**src/rtl/pipe_receive_fifo_pkg.sv**
```systemverilog
// Shared link configuration for both ends of the hyperpiped data link.
// Sender and receiver import this so their latency and threshold math agree.
package pipe_receive_fifo_pkg;

  localparam int DEF_WIDTH          = 32;
  localparam int DEF_DEPTH_LOG2     = 5;
  localparam int DEF_FORWARD_CYCLES = 3;
  localparam int DEF_RETURN_CYCLES  = 3;

  // Classifies the pointer/occupancy update for one cycle.
  typedef enum logic [1:0] {
    OP_IDLE = 2'd0,
    OP_WR   = 2'd1,
    OP_RD   = 2'd2,
    OP_BOTH = 2'd3
  } occ_op_e;

  // Free entries must cover every word that can still land after the
  // flag is raised: forward flight, return flight, plus the two
  // registers (flag and sender reaction).
  function automatic int calc_threshold(
    input int depth_log2,
    input int fwd_cycles,
    input int ret_cycles
  );
    return (2 ** depth_log2) - (fwd_cycles + ret_cycles + 2);
  endfunction

endpackage

```
**src/rtl/enabledShiftRegister.sv**
```systemverilog
// Clock-enabled delay line with a configurable reset value.
// Every stage resets, so the delayed output is defined during reset.
module enabledShiftRegister #(
  parameter int CYCLES = 1,
  parameter int WIDTH  = 1,
  parameter logic [WIDTH-1:0] RESET_VALUE = '0
) (
  input  logic             clk,
  input  logic             rst,
  input  logic             clkEn,
  input  logic [WIDTH-1:0] dataIn,
  output logic [WIDTH-1:0] dataOut
);

  if (CYCLES < 1) begin : g_bad_cycles
    $error("enabledShiftRegister: CYCLES must be >= 1");
  end

  logic [WIDTH-1:0] stage_q [CYCLES];

  // Shift one stage per enabled cycle; reset fills the whole chain.
  always_ff @(posedge clk) begin
    if (rst) begin
      for (int i = 0; i < CYCLES; i++) begin
        stage_q[i] <= RESET_VALUE;
      end
    end else if (clkEn) begin
      stage_q[0] <= dataIn;
      for (int i = 1; i < CYCLES; i++) begin
        stage_q[i] <= stage_q[i-1];
      end
    end
  end

  assign dataOut = stage_q[CYCLES-1];

endmodule

```
**src/rtl/pipe_receive_fifo.sv**
```systemverilog
// Far-end receive buffer for a non-stallable hyperpiped link.
// FWFT output with valid/ready; delayed almost-full flag back to sender.
module pipe_receive_fifo
  import pipe_receive_fifo_pkg::*;
#(
  parameter int WIDTH          = DEF_WIDTH,
  parameter int DEPTH_LOG2     = DEF_DEPTH_LOG2,
  parameter int FORWARD_CYCLES = DEF_FORWARD_CYCLES,
  parameter int RETURN_CYCLES  = DEF_RETURN_CYCLES
) (
  input  logic                  clk,
  input  logic                  rst,
  input  logic                  dataInValid,
  input  logic [WIDTH-1:0]      dataIn,
  output logic                  dataOutValid,
  output logic [WIDTH-1:0]      dataOut,
  input  logic                  dataOutReady,
  output logic                  almostFullUpstream,
  output logic [DEPTH_LOG2:0]   occupancy,
  output logic                  overflowError
);

  localparam int DEPTH = 2 ** DEPTH_LOG2;
  localparam int THRESHOLD =
    calc_threshold(DEPTH_LOG2, FORWARD_CYCLES, RETURN_CYCLES);

  if (THRESHOLD < 1) begin : g_bad_threshold
    $error("pipe_receive_fifo: THRESHOLD < 1, buffer too shallow");
  end

  localparam logic [DEPTH_LOG2:0] DEPTH_W =
    {1'b1, {DEPTH_LOG2{1'b0}}};
  localparam logic [DEPTH_LOG2:0] THR_W =
    THRESHOLD[DEPTH_LOG2:0];
  localparam logic [DEPTH_LOG2:0] ONE_W =
    {{DEPTH_LOG2{1'b0}}, 1'b1};
  localparam logic [DEPTH_LOG2-1:0] PTR_ONE =
    {{(DEPTH_LOG2-1){1'b0}}, 1'b1};

  logic [WIDTH-1:0]      mem_q [DEPTH];
  logic [DEPTH_LOG2-1:0] wr_ptr_q, wr_ptr_d;
  logic [DEPTH_LOG2-1:0] rd_ptr_q, rd_ptr_d;
  logic [DEPTH_LOG2:0]   occ_q, occ_d;
  logic                  ovf_q, ovf_d;
  logic                  af_q, af_d;
  logic                  full, rd_en, wr_en;
  occ_op_e               op;

  assign full  = (occ_q == DEPTH_W);
  assign rd_en = dataOutValid & dataOutReady;
  // A full buffer still accepts when the head leaves the same cycle.
  assign wr_en = dataInValid & (~full | rd_en);
  assign op    = occ_op_e'({rd_en, wr_en});

  // Next pointers, occupancy, sticky overflow and threshold flag.
  always_comb begin
    wr_ptr_d = wr_ptr_q;
    rd_ptr_d = rd_ptr_q;
    occ_d    = occ_q;
    ovf_d    = ovf_q | (dataInValid & ~wr_en);
    unique case (op)
      OP_WR: begin
        wr_ptr_d = wr_ptr_q + PTR_ONE;
        occ_d    = occ_q + ONE_W;
      end
      OP_RD: begin
        rd_ptr_d = rd_ptr_q + PTR_ONE;
        occ_d    = occ_q - ONE_W;
      end
      OP_BOTH: begin
        wr_ptr_d = wr_ptr_q + PTR_ONE;
        rd_ptr_d = rd_ptr_q + PTR_ONE;
      end
      default: ;
    endcase
    af_d = (occ_d >= THR_W);
  end

  // Control state; reset drops all stored words and asserts the flag.
  always_ff @(posedge clk) begin
    if (rst) begin
      wr_ptr_q <= '0;
      rd_ptr_q <= '0;
      occ_q    <= '0;
      ovf_q    <= 1'b0;
      af_q     <= 1'b1;
    end else begin
      wr_ptr_q <= wr_ptr_d;
      rd_ptr_q <= rd_ptr_d;
      occ_q    <= occ_d;
      ovf_q    <= ovf_d;
      af_q     <= af_d;
    end
  end

  // Storage array, no reset so it can map to distributed RAM.
  always_ff @(posedge clk) begin
    if (wr_en) begin
      mem_q[wr_ptr_q] <= dataIn;
    end
  end

  enabledShiftRegister #(
    .CYCLES      (RETURN_CYCLES),
    .WIDTH       (1),
    .RESET_VALUE (1'b1)
  ) u_return_pipe (
    .clk     (clk),
    .rst     (rst),
    .clkEn   (1'b1),
    .dataIn  (af_q),
    .dataOut (almostFullUpstream)
  );

  assign dataOutValid  = (occ_q != '0);
  assign dataOut       = mem_q[rd_ptr_q];
  assign occupancy     = occ_q;
  assign overflowError = ovf_q;

endmodule

```
**config.mk**
```make
export PLATFORM = sky130hd
export DESIGN_NAME = pipe_receive_fifo
export DESIGN_NICKNAME = d
export VERILOG_FILES = /design/src/rtl/pipe_receive_fifo_pkg.sv /design/src/rtl/enabledShiftRegister.sv /design/src/rtl/pipe_receive_fifo.sv
export SDC_FILE = /design/constraint.sdc
export NUM_CORES = 1
export LEC_CHECK = 0
export BUFFER_PORTS_ARGS = -buffer_cell sky130_fd_sc_hd__buf_2
export CAP_MARGIN = 20
export CORE_MARGIN = 2
export CORE_UTILIZATION = 50
export CTS_CLUSTER_SIZE = 16
export DETAILED_ROUTE_END_ITERATION = 10
export GPL_ROUTABILITY_DRIVEN = 0
export HOLD_SLACK_MARGIN = 0.06
export PLACE_DENSITY = 0.66
export SYNTH_ARGS = -nofsm -noshare
export SYNTH_HDL_FRONTEND = slang
export SYNTH_SLANG_ARGS = --single-unit
```
**constraint.sdc**
```tcl
create_clock -name clk -period 8.8 [get_ports clk]
set_clock_uncertainty 0.1 [all_clocks]
set_input_delay 0.44 -clock clk [delete_from_list [all_inputs] [get_ports clk]]
set_output_delay 0.44 -clock clk [all_outputs]
set_load 0.02 [all_outputs]
```
Yosys cells after proc, flatten, opt, wreduce, memory -nomap -nowiden
Memory sizes are Yosys's and may differ from the RTL's. A register that Yosys moved wholly into a read port is not among the register bits.
Cells that the tools add are included.
- magnitude comparators: 1
- bitwise gates (word level): 10
- reductions and logical operators: 3
- add/subtract/negate cells: 4
- equal/unequal tests: 4
- multiplexer cells: 11
- operator list (operator ; number):
    one-hot mux 6 bit (2 select lines) ; 1
    adder 5 x 1 -> 5 bit (second input constant) ; 2
    2-to-1 mux 5 bit ; 2
    2-to-1 mux 1 bit ; 8
    adder 6 x 1 -> 6 bit (second input constant) ; 1
    == test 6 bit (second input constant) ; 1
    greater-or-equal comparator 6 x 5 -> 1 bit (second input constant) ; 1
    nonzero test 6 bit ; 1
    subtractor 6 x 1 -> 6 bit (second input constant) ; 1
    bitwise OR 1 bit ; 5
    == test 2 bit (second input constant) ; 2
    OR reduction 2 bit ; 2
    AND 1 bit ; 3
    == test 2 x 1 -> 1 bit (second input constant) ; 1
    inverter 1 bit ; 2
- output and inout bits: 41
- memories kept: 2
- flip-flop bits (word level): 18
- bits of input ports: 36
- logic and storage cells: 40
- bits in writable memories: 1027
- memory list (name ; depth ; width ; rd ports ; clocked after Yosys merged registers in ; wr ports ; line ; text):
    mem_q ; 32 ; 32 ; 1 ; 1 ; 1 ; pipe_receive_fifo.sv:40 ; logic [WIDTH-1:0] mem_q [DEPTH];
    u_return_pipe.stage_q ; 3 ; 1 ; 3 ; 0 ; 3 ; enabledShiftRegister.sv:19 ; logic [WIDTH-1:0] stage_q [CYCLES];

Depth between registers and ports, before layout
Gate-level depths: netlist (run 1).
- depth after elaboration: 8
- depth in mapped cells: 12

Cells and area by module
From an unflattened synthesis (run 1), not the netlist that was laid out.
- cell total of the unflattened synthesis: 1634
- area, all modules: 40156.0 sq um
- by module, submodules not included (module ; cells each ; area an instance (sq um) ; times used):
    pipe_receive_fifo ; 1627 ; 40033.4 ; 1
    enabledShiftRegister ; 7 ; 122.6 ; 1

Worst setup path after synthesis (run 1)
No wires, ideal clock.
- kind: reg2reg
- start: reg occ_q[0], in the netlist occupancy[0]
- end: mem mem_q[28][0] in the netlist's numbering (enable)
- data arrival time: 2889 ps
- cell stages (with the launch flop): 7
- setup slack: 5390 ps
- path buffers: 2
- cells stage by stage: dfxtp_1 > or4_1 > clkbuf_1 > o31a_1 > clkbuf_1 > nand2_1 > nor2_1
- cells in the longest elaborated chain, start to end: 6
- ends and longest elaborated chain (element ; line ; text):
    start: declaration ; pipe_receive_fifo.sv:43 ; logic [DEPTH_LOG2:0] occ_q, occ_d;
    start signal: assignment ; pipe_receive_fifo.sv:84 ; occ_q <= '0;
    start signal: assignment ; pipe_receive_fifo.sv:90 ; occ_q <= occ_d;
    nonzero test 6 bit or == test 6 bit (tied branches) ; pipe_receive_fifo.sv:115, pipe_receive_fifo.sv:49 ;
    AND 1 bit or inverter 1 bit (tied branches) ; pipe_receive_fifo.sv:50, pipe_receive_fifo.sv:52 ;
    bitwise OR 1 bit * ; pipe_receive_fifo.sv:52 ; assign wr_en = dataInValid & (~full | rd_en);
    AND 1 bit * ; pipe_receive_fifo.sv:52 ;
    2-to-1 mux 1 bit * ; pipe_receive_fifo.sv:98 ; if (wr_en) begin
    2-to-1 mux 1 bit (implied by the code) * ; pipe_receive_fifo.sv:99 ; mem_q[wr_ptr_q] <= dataIn;
    end: declaration ; pipe_receive_fifo.sv:40 ;
Every way passes the cells marked *; elsewhere a longest branch is shown, timed or not.

==> metrics.cfg, run 1 <==
[outcome]
status=complete, no violations

[place]
dp_cells=2719
dp_slack_ps=4790
dp.final_hpwl_mm=45.0
io_buffers=76
place_area_um2=42000

[synthesis]
synth_cell_type_count=42
syn_area_um2=40100
netlist_instances=1632
synth_warnings=0
syn_avg_cell_area_um2=24.6
syn_nets=1678
ys_ff_latch=1050
yosysSeqAreaShare_pct=78.0

[power]
seqPwrFrac_pct=49.2
ir_drop_mv=0.183
p_sw_mw=2.76
p_int_mw=8.71
power.density_nw_per_um2=254
power_frac_comb_pct=14.4
total_power_mw=11.5
power.leakage_nw=13.7
swShare_pct=24.0
pwr-share-clk_pct=36.3

[setup_path]
worstPathCellList=buf_4 > mux4_2 > mux4_2 > mux2_2 > buf_2
worstPathBufferInverterCount=2
cp.depth=5
cp_common_cell=mux4_2
cp-end-kind=output pin
start_kind=flop
worstReg2RegEnd=mem_q[10][16]$_DFFE_PP_
critical_path.top_delay_family=multiplexers
crit_arrival_ps=4170
required_ps=8260
rr_worst_depth=5
ff2ff_setup_slack_ps=5150
path_max_fanout=65
crit_end=dataOut[28]
critical_path.max_stage_delay_ps=980
reg2reg_from=occupancy[3]$_SDFF_PP0_
setup.worst_path.class=flop to output pin
cp_slowest_cell=dfxtp_4

[cells_and_area]
drive_gt1_share_pct=35.7
nNetsFinal=1822
stdcell_area_um2=45200
area_growth_pct=12.8
n_fill_cell=5627
instances_no_fill=2912
utilization_pct=57.2

[timing]
layout_min_cycle_time_ps=4710
slew_viol_final=0
finalCritPeriodShare_pct=53.5
timing.final.ws_setup_ps=4090
hold_violations=0
setup_viol=0
rsz0062_at_grt=no
max_slew_margin_pct=30.6
tightest_slew_ps=1040
holdWs_ps=98.8
tns_ps=0
fmax_mhz=213

[route]
vias=18000
drt_iter0_markers=2221
via_per_inst=6.17
wl_per_cell_um=30.9
remaining_drc_errors=0
drt-pass1-iter-count=5
wl_mm=89.9
ant_nets=0

[clock_network]
root_buffer=clkbuf_16
clkTransAtPathRegs_ps=70
cts_buffers=102
cts_setup_buffers=0
clk_latency_ps=680
htree_num_levels=3
cts_sinks=1050
cts.repair.resized=0
clock_path_buffers=3
cts_tree=yes

[die]
ioPinCount=77
die_w_um=287
core-area_um2=79100
rows=103
start_util_pct=50.7
fp.dieH_um=287
dieArea_um2=82500

[grt]
grt.total_usage_pct=22.4
grt_first_pass_wirelength_mm=131
overflow=0
grt_max_degree=67
grt_antenna_before_repair=3
first_global_vias=18600

[run]
max_cap_viol_count=0

[hold_path]
min_path_type=input port to flop

[worst register-to-register path: cells and delay by family, from the launching register on]
family                 cells  cell delay [ps]
AND/OR/NAND/NOR            3             1740
flip-flops                 1              440
AO/OA/AOI/OAI              1              420
buffers and inverters      1              550
[worst min path at each step]
| stage | start | end | slack [ps] | cells past startpoint |
|---|---|---|---|---|
| global route | dataOutReady | flop | 150 | 4 |
| detailed placement | u_return_pipe.stage_q[0][1]$_SDFF_PP1_ | u_return_pipe.stage_q[0][2]$_SDFF_PP1_ | 290 | 1 |
| global placement | af_q$_SDFF_PP1_ | u_return_pipe.stage_q[0][0]$_SDFF_PP1_ | 310 | 1 |
| finish | dataOutReady | flop | 100 | 4 |
| CTS | dataOutReady | flop | 80 | 4 |
| floorplan | af_q$_SDFF_PP1_ | u_return_pipe.stage_q[0][0]$_SDFF_PP1_ | 290 | 1 |
[final cells by class]
type	count	area [µm²]	share of cell area, %
Antenna cell	1	2.50	0.00553
Clock buffer	119	2620	5.78
Clock inverter	70	586	1.29
Inverter	7	26.3	0.0581
Multi-Input combinational cell	492	8660	19.1
Sequential cell	1050	31300	69.2
Tap cell	1050	1310	2.90
Timing Repair Buffer	123	741	1.64
[power groups by stage]
| stage | combinational [mW] | sequential (mW) | clock [mW] |
|---|---|---|---|
| 3_3_place_gp | 1.66 | 5.75 | 0 |
| 5_1_grt | 1.78 | 5.65 | 4.41 |
| 2_1_floorplan | 1.29 | 5.69 | 0 |
| 4_1_cts | 1.69 | 5.65 | 4.23 |
| 3_5_place_dp | 1.68 | 5.75 | 0 |
| 6_report | 1.66 | 5.64 | 4.17 |
[what timing repair did]
item                                   CTS  global route
setup endpoints to repair                0             0
hold buffers                             3             0
endpoints found under the hold margin    5             0
[state kept, by name, summed over array words and instances, names as in the netlist, named ones only]
name / cells
af_q: 1
mem_q: 1024
occupancy: 6
overflowError: 1
rd_ptr_q: 5
u_return_pipe.stage_q: 3
wr_ptr_q: 5
[Yosys cell counts (all sizes together)]
cell type / number / area, µm²
edfxtp: 1024 / 30700
mux4: 320 / 7210
buf: 52 / 262
nor2: 48 / 180
mux2: 32 / 360
clkbuf: 31 / 116
dfxtp: 26 / 521
nand2: 10 / 42.5
a21oi: 9 / 45.0
ha: 9 / 113
inv: 7 / 26.3
o21ai: 7 / 35.0
xor2: 6 / 52.6
nand4: 5 / 31.3
nand3: 4 / 20.0
nor3: 4 / 25.0
o21a: 4 / 30.0
xnor2: 4 / 35.0
nand3b: 3 / 22.5
or2: 3 / 18.8
or3b: 3 / 26.3
a211oi: 2 / 15.0
nand2b: 2 / 12.5
nor2b: 2 / 12.5
o21ba: 2 / 20.0
o31a: 2 / 17.5
or3: 2 / 12.5
a21o: 1 / 7.51
a41oi: 1 / 8.76
fa: 1 / 20.0
nor4b: 1 / 8.76
o2111ai: 1 / 8.76
o211ai: 1 / 7.51
o31ai: 1 / 7.51
o32a: 1 / 10.0
or4: 1 / 7.51
[layout by cell type (no fill, tap or decap), types with 5 or more instances in the layout]
cell / instances
dfxtp_1: 21
nand2_1: 8
nor2_4: 32
inv_1: 7
mux2_2: 32
nor2_1: 16
ha_1: 9
nand4_1: 5
clkbuf_1: 17
xor2_1: 6
buf_2: 76
o21ai_0: 6
clkbuf_16: 102
mux4_2: 320
clkinv_2: 24
clkinv_1: 27
a21oi_1: 9
edfxtp_1: 1024
clkinvlp_4: 6
bufinv_16: 6
buf_4: 44
[cells by family after synthesis]
logic type / after synthesis / share of synthesized area (%)
AND/OR/NAND/NOR: 88 / 1.05
multiplexers: 352 / 18.9
AO/OA/AOI/OAI: 32 / 0.531
XOR/XNOR: 10 / 0.218
flip-flops: 1050 / 78.0
buffers and inverters: 90 / 1.01
adder cells (fa/ha/maj): 10 / 0.331
[metal layers]
metal	track usage, %	part of all wire [%]
met5	0	0
met1	33.3	42
met4	5.94	1.9
met3	3.39	7.2
met2	35.4	49
Power figures use the tool's default switching activity.
==> run 2: changes to the inputs <==
ABC_AREA = 1   (was unset)
PLACE_DENSITY = 0.68   (was 0.66)
clock period = 4.18 ns   (was 8.8 ns; I/O delays follow)
==> metrics.cfg, run 2 <==
[outcome]
status=complete, no violations

[timing]
rsz0062_at_grt=no
layout_min_cycle_time_ps=3800
tns_ps=0  ; unchanged
hold_violations=0  ; unchanged
holdWs_ps=297  ; +198 ps
slew_viol_final=0  ; unchanged
tightest_slew_ps=1040  ; +4.43 ps
setup_viol=0  ; unchanged
timing.final.ws_setup_ps=378  ; -3720 ps
max_slew_margin_pct=30.3  ; -0.30 points
fmax_mhz=263
finalCritPeriodShare_pct=90.9

[setup_path]
start_kind=flop
rr_worst_depth=7  ; +2
reg2reg_from=occupancy[0]$_SDFF_PP0_
path_max_fanout=191  ; +190%
ff2ff_setup_slack_ps=1030  ; -4120 ps
cp-end-kind=output pin
cp_slowest_cell=dfxtp_4
required_ps=3870  ; -4390 ps
cp.depth=9  ; +4
crit_arrival_ps=3490  ; -680 ps
critical_path.top_delay_family=buffers and inverters
critical_path.max_stage_delay_ps=730  ; -250 ps
worstPathCellList=inv_16 > buf_12 > nor2_1 > nor2_1 > o31ai_1 > nand2_1 > nand2_1 > nand2_1 > buf_2
worstReg2RegEnd=mem_q[30][23]$_DFFE_PP_
setup.worst_path.class=flop to output pin
worstPathBufferInverterCount=3  ; +1
cp_common_cell=nand2_1

[clock_network]
cts_sinks=1050  ; unchanged
cts_tree=yes
cts_buffers=104  ; +2.0%
clk_latency_ps=680  ; about the same
clock_path_buffers=3  ; unchanged
clkTransAtPathRegs_ps=60  ; about the same
root_buffer=clkbuf_16
htree_num_levels=3  ; unchanged

[route]
vias=27200  ; +51%
remaining_drc_errors=0  ; unchanged
drt_iter0_markers=2843  ; +28%
via_per_inst=5.65  ; -8.5%
drt-pass1-iter-count=6  ; +1
wl_per_cell_um=22.2  ; -28%
ant_nets=0  ; unchanged
wl_mm=107  ; +19%

[power]
ir_drop_mv=0.452  ; +150%
total_power_mw=28.0  ; +140%
power.leakage_nw=17.1  ; +25%
power.density_nw_per_um2=587  ; +130%

[cells_and_area]
regMostFlops=mem_q
num_antenna_cells=0  ; -1
largest_reg_flops=1024  ; unchanged
final_cell_mix=nand2_1, edfxtp_1, nand3_1
drive_gt1_share_pct=9.35  ; -26 points
area_growth_pct=12.2
final_common_cell=nand2_1
instances_no_fill=4814  ; +65%
nNetsFinal=3647  ; +100%
n_fill_cell=6700  ; +19%

[place]
dp_cells=4593  ; +69%
dp.final_hpwl_mm=58.2  ; +29%
io_buffers=76  ; unchanged
dp_slack_ps=1040  ; -3740 ps

[hold_path]
holdPathStages=1  ; -3
min_path_type=flop to flop
holdPathEnd=u_return_pipe.stage_q[0][2]$_SDFF_PP1_
min_from=u_return_pipe.stage_q[0][1]$_SDFF_PP1_

[synthesis]
synth_cell_type_count=26  ; -38%
synth_top_area_share_pct=72.3  ; -4.4 points
netlist_instances=3524  ; +120%
synthTopCellsByCount=nand2_1, edfxtp_1, nor2_1, nand3_1, a21oi_1
ys_ff_latch=1050  ; unchanged
synth-main-ff-cell=edfxtp_1
syn_avg_cell_area_um2=12.1  ; -51%
syn_nets=3570  ; +110%
synth-async-reset-ratio_pct=0  ; unchanged
synth.area.top_cells=edfxtp_1, nand2_1, nand3_1, a21oi_1, nor2_1
synth.most_common_cell=nand2_1
yosysSeqAreaShare_pct=73.5  ; -4.4 points
synth_warnings=0  ; unchanged
synth_edf_count=1024  ; unchanged
synth_top_area_cell=edfxtp_1
syn_area_um2=42500  ; +6.0%

[die]
dieArea_um2=87400  ; +6.0%
ioPinCount=77  ; unchanged
start_util_pct=50.6  ; about the same
core-area_um2=84000  ; +6.1%
rows=106  ; +2.9%
die_w_um=296  ; +2.9%
fp.dieH_um=296  ; +2.9%

[grt]
grt.total_usage_pct=24.6  ; +2.2 points
overflow=0  ; unchanged
grt_first_pass_wirelength_mm=161  ; +23%
grt_max_degree=192  ; +190%
grt_antenna_before_repair=1  ; -2
first_global_vias=25900  ; +39%

[run]
max_cap_viol_count=0  ; unchanged

run 2: worst max path at each step:
stage / to / slack (ps)
2_1_floorplan: mem_q[31][0]$_DFFE_PP_ / 460
4_1_cts: dataOut[8] / 410
5_1_grt: dataOut[5] / 240
3_3_place_gp: mem_q[30][21]$_DFFE_PP_ / 1100
6_report: dataOut[12] / 380
3_5_place_dp: mem_q[30][21]$_DFFE_PP_ / 1040
run 2: metal layers:
metal | up-vias | wire [µm] | global-route usage [%]
met4 | 2 | 3130 | 8.52
li1 | 12600 | - | -
met2 | 1141 | 51100 | 39.7
met1 | 13200 | 44500 | 34.4
met3 | 187 | 8160 | 3.68
met5 | - | 13 | 0
run 2: worst reg2reg max path, stage by stage (launching register included):
cell,delay (ps)
dfxtp_1,400
nor2_1,100
nand3_1,110
nand2_1,280
inv_1,240
nand2_1,450
nor2_4,740
buf_4,390
run 2: cell type report:
class | instances | area [µm²] | share of cell area (%)
flip-flops and latches | 1050 | 31300 | 65.6
multi-input cells | 2228 | 10100 | 21.1
clock buffers | 120 | 2680 | 5.63
repair buffers | 191 | 1620 | 3.40
well taps | 1134 | 1420 | 2.97
clock inverters | 65 | 503 | 1.05
inverters | 26 | 125 | 0.262
run 2: logic make-up after synthesis:
family                   Yosys count  synth area share (%)
flip-flops                      1050                  73.5
adder cells (fa/ha/maj)           10                 0.312
AO/OA/AOI/OAI                    534                  7.05
AND/OR/NAND/NOR                 1681                  15.7
buffers and inverters            246                  3.33
XOR/XNOR                           3                0.0618
run 2: metrics by stage:
stage                     area (µm²)  util [%]
after floorplan                42500         -
after global placement         44200      52.6
after detailed placement       44200      52.6
after CTS                      47700      56.8
after global routing           47700      56.8
final                          47700      56.8
run 2: where the power goes:
part / switching, mW / internal [mW]
combinational: 5.22 / 2.08
clock: 3.83 / 5.01
sequential: 0.165 / 11.7
total: 9.22 / 18.8
run 2: repair_timing:
item / in CTS / in global routing
hold buffers: 36 / 0
endpoints found under the hold margin: 1047 / 0
setup buffers: 0 / 0
gates resized for setup: 0 / 0
==> run 3: changes to the inputs <==
ABC_AREA = unset   (was 1)
MAX_ROUTING_LAYER = met4   (was unset)
PLACE_DENSITY = 0.66   (was 0.68)
clock period = 4.8 ns   (was 4.18 ns; I/O delays follow)
==> metrics.cfg, run 3 (same netlist as run 1, synthesis figures left out) <==
[outcome]
status=complete, no violations

[cells_and_area]
regMostFlops=mem_q
n_fill_cell=5585  ; -17%
drive_gt1_share_pct=35.6  ; +26 points
regArea_um2=31300  ; unchanged
nNetsFinal=1877  ; -49%
stdcell_area_um2=46100  ; -3.4%
largest_reg_flops=1024  ; unchanged
final_cell_mix=edfxtp_1, mux4_2, clkbuf_16
num_antenna_cells=0  ; unchanged
area_growth_pct=14.9
instances_no_fill=2966  ; -38%
final_common_cell=edfxtp_1
multi_input_area_um2=8660  ; -14%

[power]
power_frac_comb_pct=14.9  ; -11 points
ir_drop_mv=0.335  ; -26%
p_int_mw=16.3  ; -13%
power.leakage_nw=14.0  ; -18%
power.density_nw_per_um2=465  ; -21%
seqPwrFrac_pct=48.2  ; +5.8 points
pwr-share-clk_pct=36.8  ; +5.3 points
swShare_pct=23.9  ; -9.0 points
p_sw_mw=5.12  ; -44%

[grt]
grt_antenna_before_repair=0  ; -1
grt_max_degree=51  ; -73%
first_global_vias=18800  ; -27%
grt.total_usage_pct=22.6  ; -2.0 points
overflow=0  ; unchanged
grt_first_pass_wirelength_mm=129  ; -19%

[setup_path]
required_ps=4460  ; +590 ps
start_kind=flop
rr_worst_depth=11  ; +4
crit_arrival_ps=3590  ; +100 ps
setup.worst_path.class=flop to output pin
cp-end-kind=output pin
path_max_fanout=26  ; -86%

[clock_network]
cts_sinks=1050  ; unchanged
cts_buffers=105  ; +0.96%
clkTransAtPathRegs_ps=60  ; about the same
cts_tree=yes
root_buffer=clkbuf_16
htree_num_levels=3  ; unchanged
clk_latency_ps=670  ; about the same
clock_path_buffers=3  ; unchanged
cts_setup_buffers=0  ; unchanged

[route]
drt_iter0_markers=1962  ; -31%
vias=17900  ; -34%
ant_nets=0  ; unchanged
drt-pass1-iter-count=5  ; -1
remaining_drc_errors=0  ; unchanged
via_per_inst=6.05  ; +7.1%
wl_per_cell_um=29.6  ; +33%
wl_mm=87.7  ; -18%

[place]
dp_cells=2736  ; -40%
dp.final_hpwl_mm=48.3  ; -17%
io_buffers=76  ; unchanged
place_area_um2=42400  ; -4.1%

[timing]
hold_violations=0  ; unchanged
slew_viol_final=0  ; unchanged
holdWs_ps=317  ; +19.7 ps
tns_ps=0  ; unchanged
setup_viol=0  ; unchanged
max_slew_margin_pct=31.2  ; +0.86 points
tightest_slew_ps=1030  ; -15.3 ps
layout_min_cycle_time_ps=3930
fmax_mhz=255
finalCritPeriodShare_pct=81.8
rsz0062_at_grt=no

[die]
rows=103  ; -2.8%
ioPinCount=77  ; unchanged
fp.dieH_um=287  ; -2.9%
dieArea_um2=82500  ; -5.6%
core-area_um2=79100  ; -5.7%
die_w_um=287  ; -2.9%
start_util_pct=50.7  ; about the same

[run]
max_cap_viol_count=0  ; unchanged

[hold_path]
holdPathStages=1  ; unchanged
min_path_type=flop to flop

run 3: layout make-up:
type                            count  area share [%]
Tap cell                         1050            2.85
Inverter                            7          0.0570
Clock buffer                      128            5.94
Clock inverter                     64            1.30
Sequential cell                  1050            67.9
Multi-Input combinational cell    492            18.8
Timing Repair Buffer              175            3.13
run 3: metrics by stage:
stage               setup WS, ps  power [mW]  util (%)
global route                 668        22.1      58.2
finish                       873        21.4      58.2
global placement            1380        13.7      53.5
detailed placement          1370        13.7      53.5
CTS                          744        21.6      58.2
floorplan                   1390        12.8         -
run 3: timing repair:
item / in CTS / in global routing
resized for setup: 0 / 0
hold buffers: 38 / 0
endpoints found under the setup margin: 0 / 0
endpoints found under the hold margin: 1050 / 0
run 3: path summary, 6_finish.rpt:
check / startpoint / to / slack, ps
max: flop / dataOut[31] / 870
max reg2reg: occupancy[0]$_SDFF_PP0_ / occupancy[5]$_SDFF_PP0_ / 1280
min reg2reg: af_q$_SDFF_PP1_ / u_return_pipe.stage_q[0][0]$_SDFF_PP1_ / 320
min: af_q$_SDFF_PP1_ / u_return_pipe.stage_q[0][0]$_SDFF_PP1_ / 320
run 3: critical path, cell delays in order, from the launching register on:
cell and delay [ps]:
dfxtp_4 740, buf_4 550, mux4_2 580, mux4_2 530, mux2_2 320, buf_2 170
run 3: routing by layer:
layer	global-route usage [%]	up-vias	wire, µm
li1	-	7464	-
met1	31.1	9717	35900
met2	35.9	645	44500
met3	3.77	115	5530
met4	5.61	0	1710
met5	-	-	0
run 3: power groups by stage:
stage               clock [mW]  sequential [mW]  combinational (mW)
finish                    7.89             10.3                3.20
detailed placement           0             10.5                3.22
global placement             0             10.5                3.18
CTS                       8.02             10.3                3.26
global route              8.38             10.3                3.42
floorplan                    0             10.4                2.37
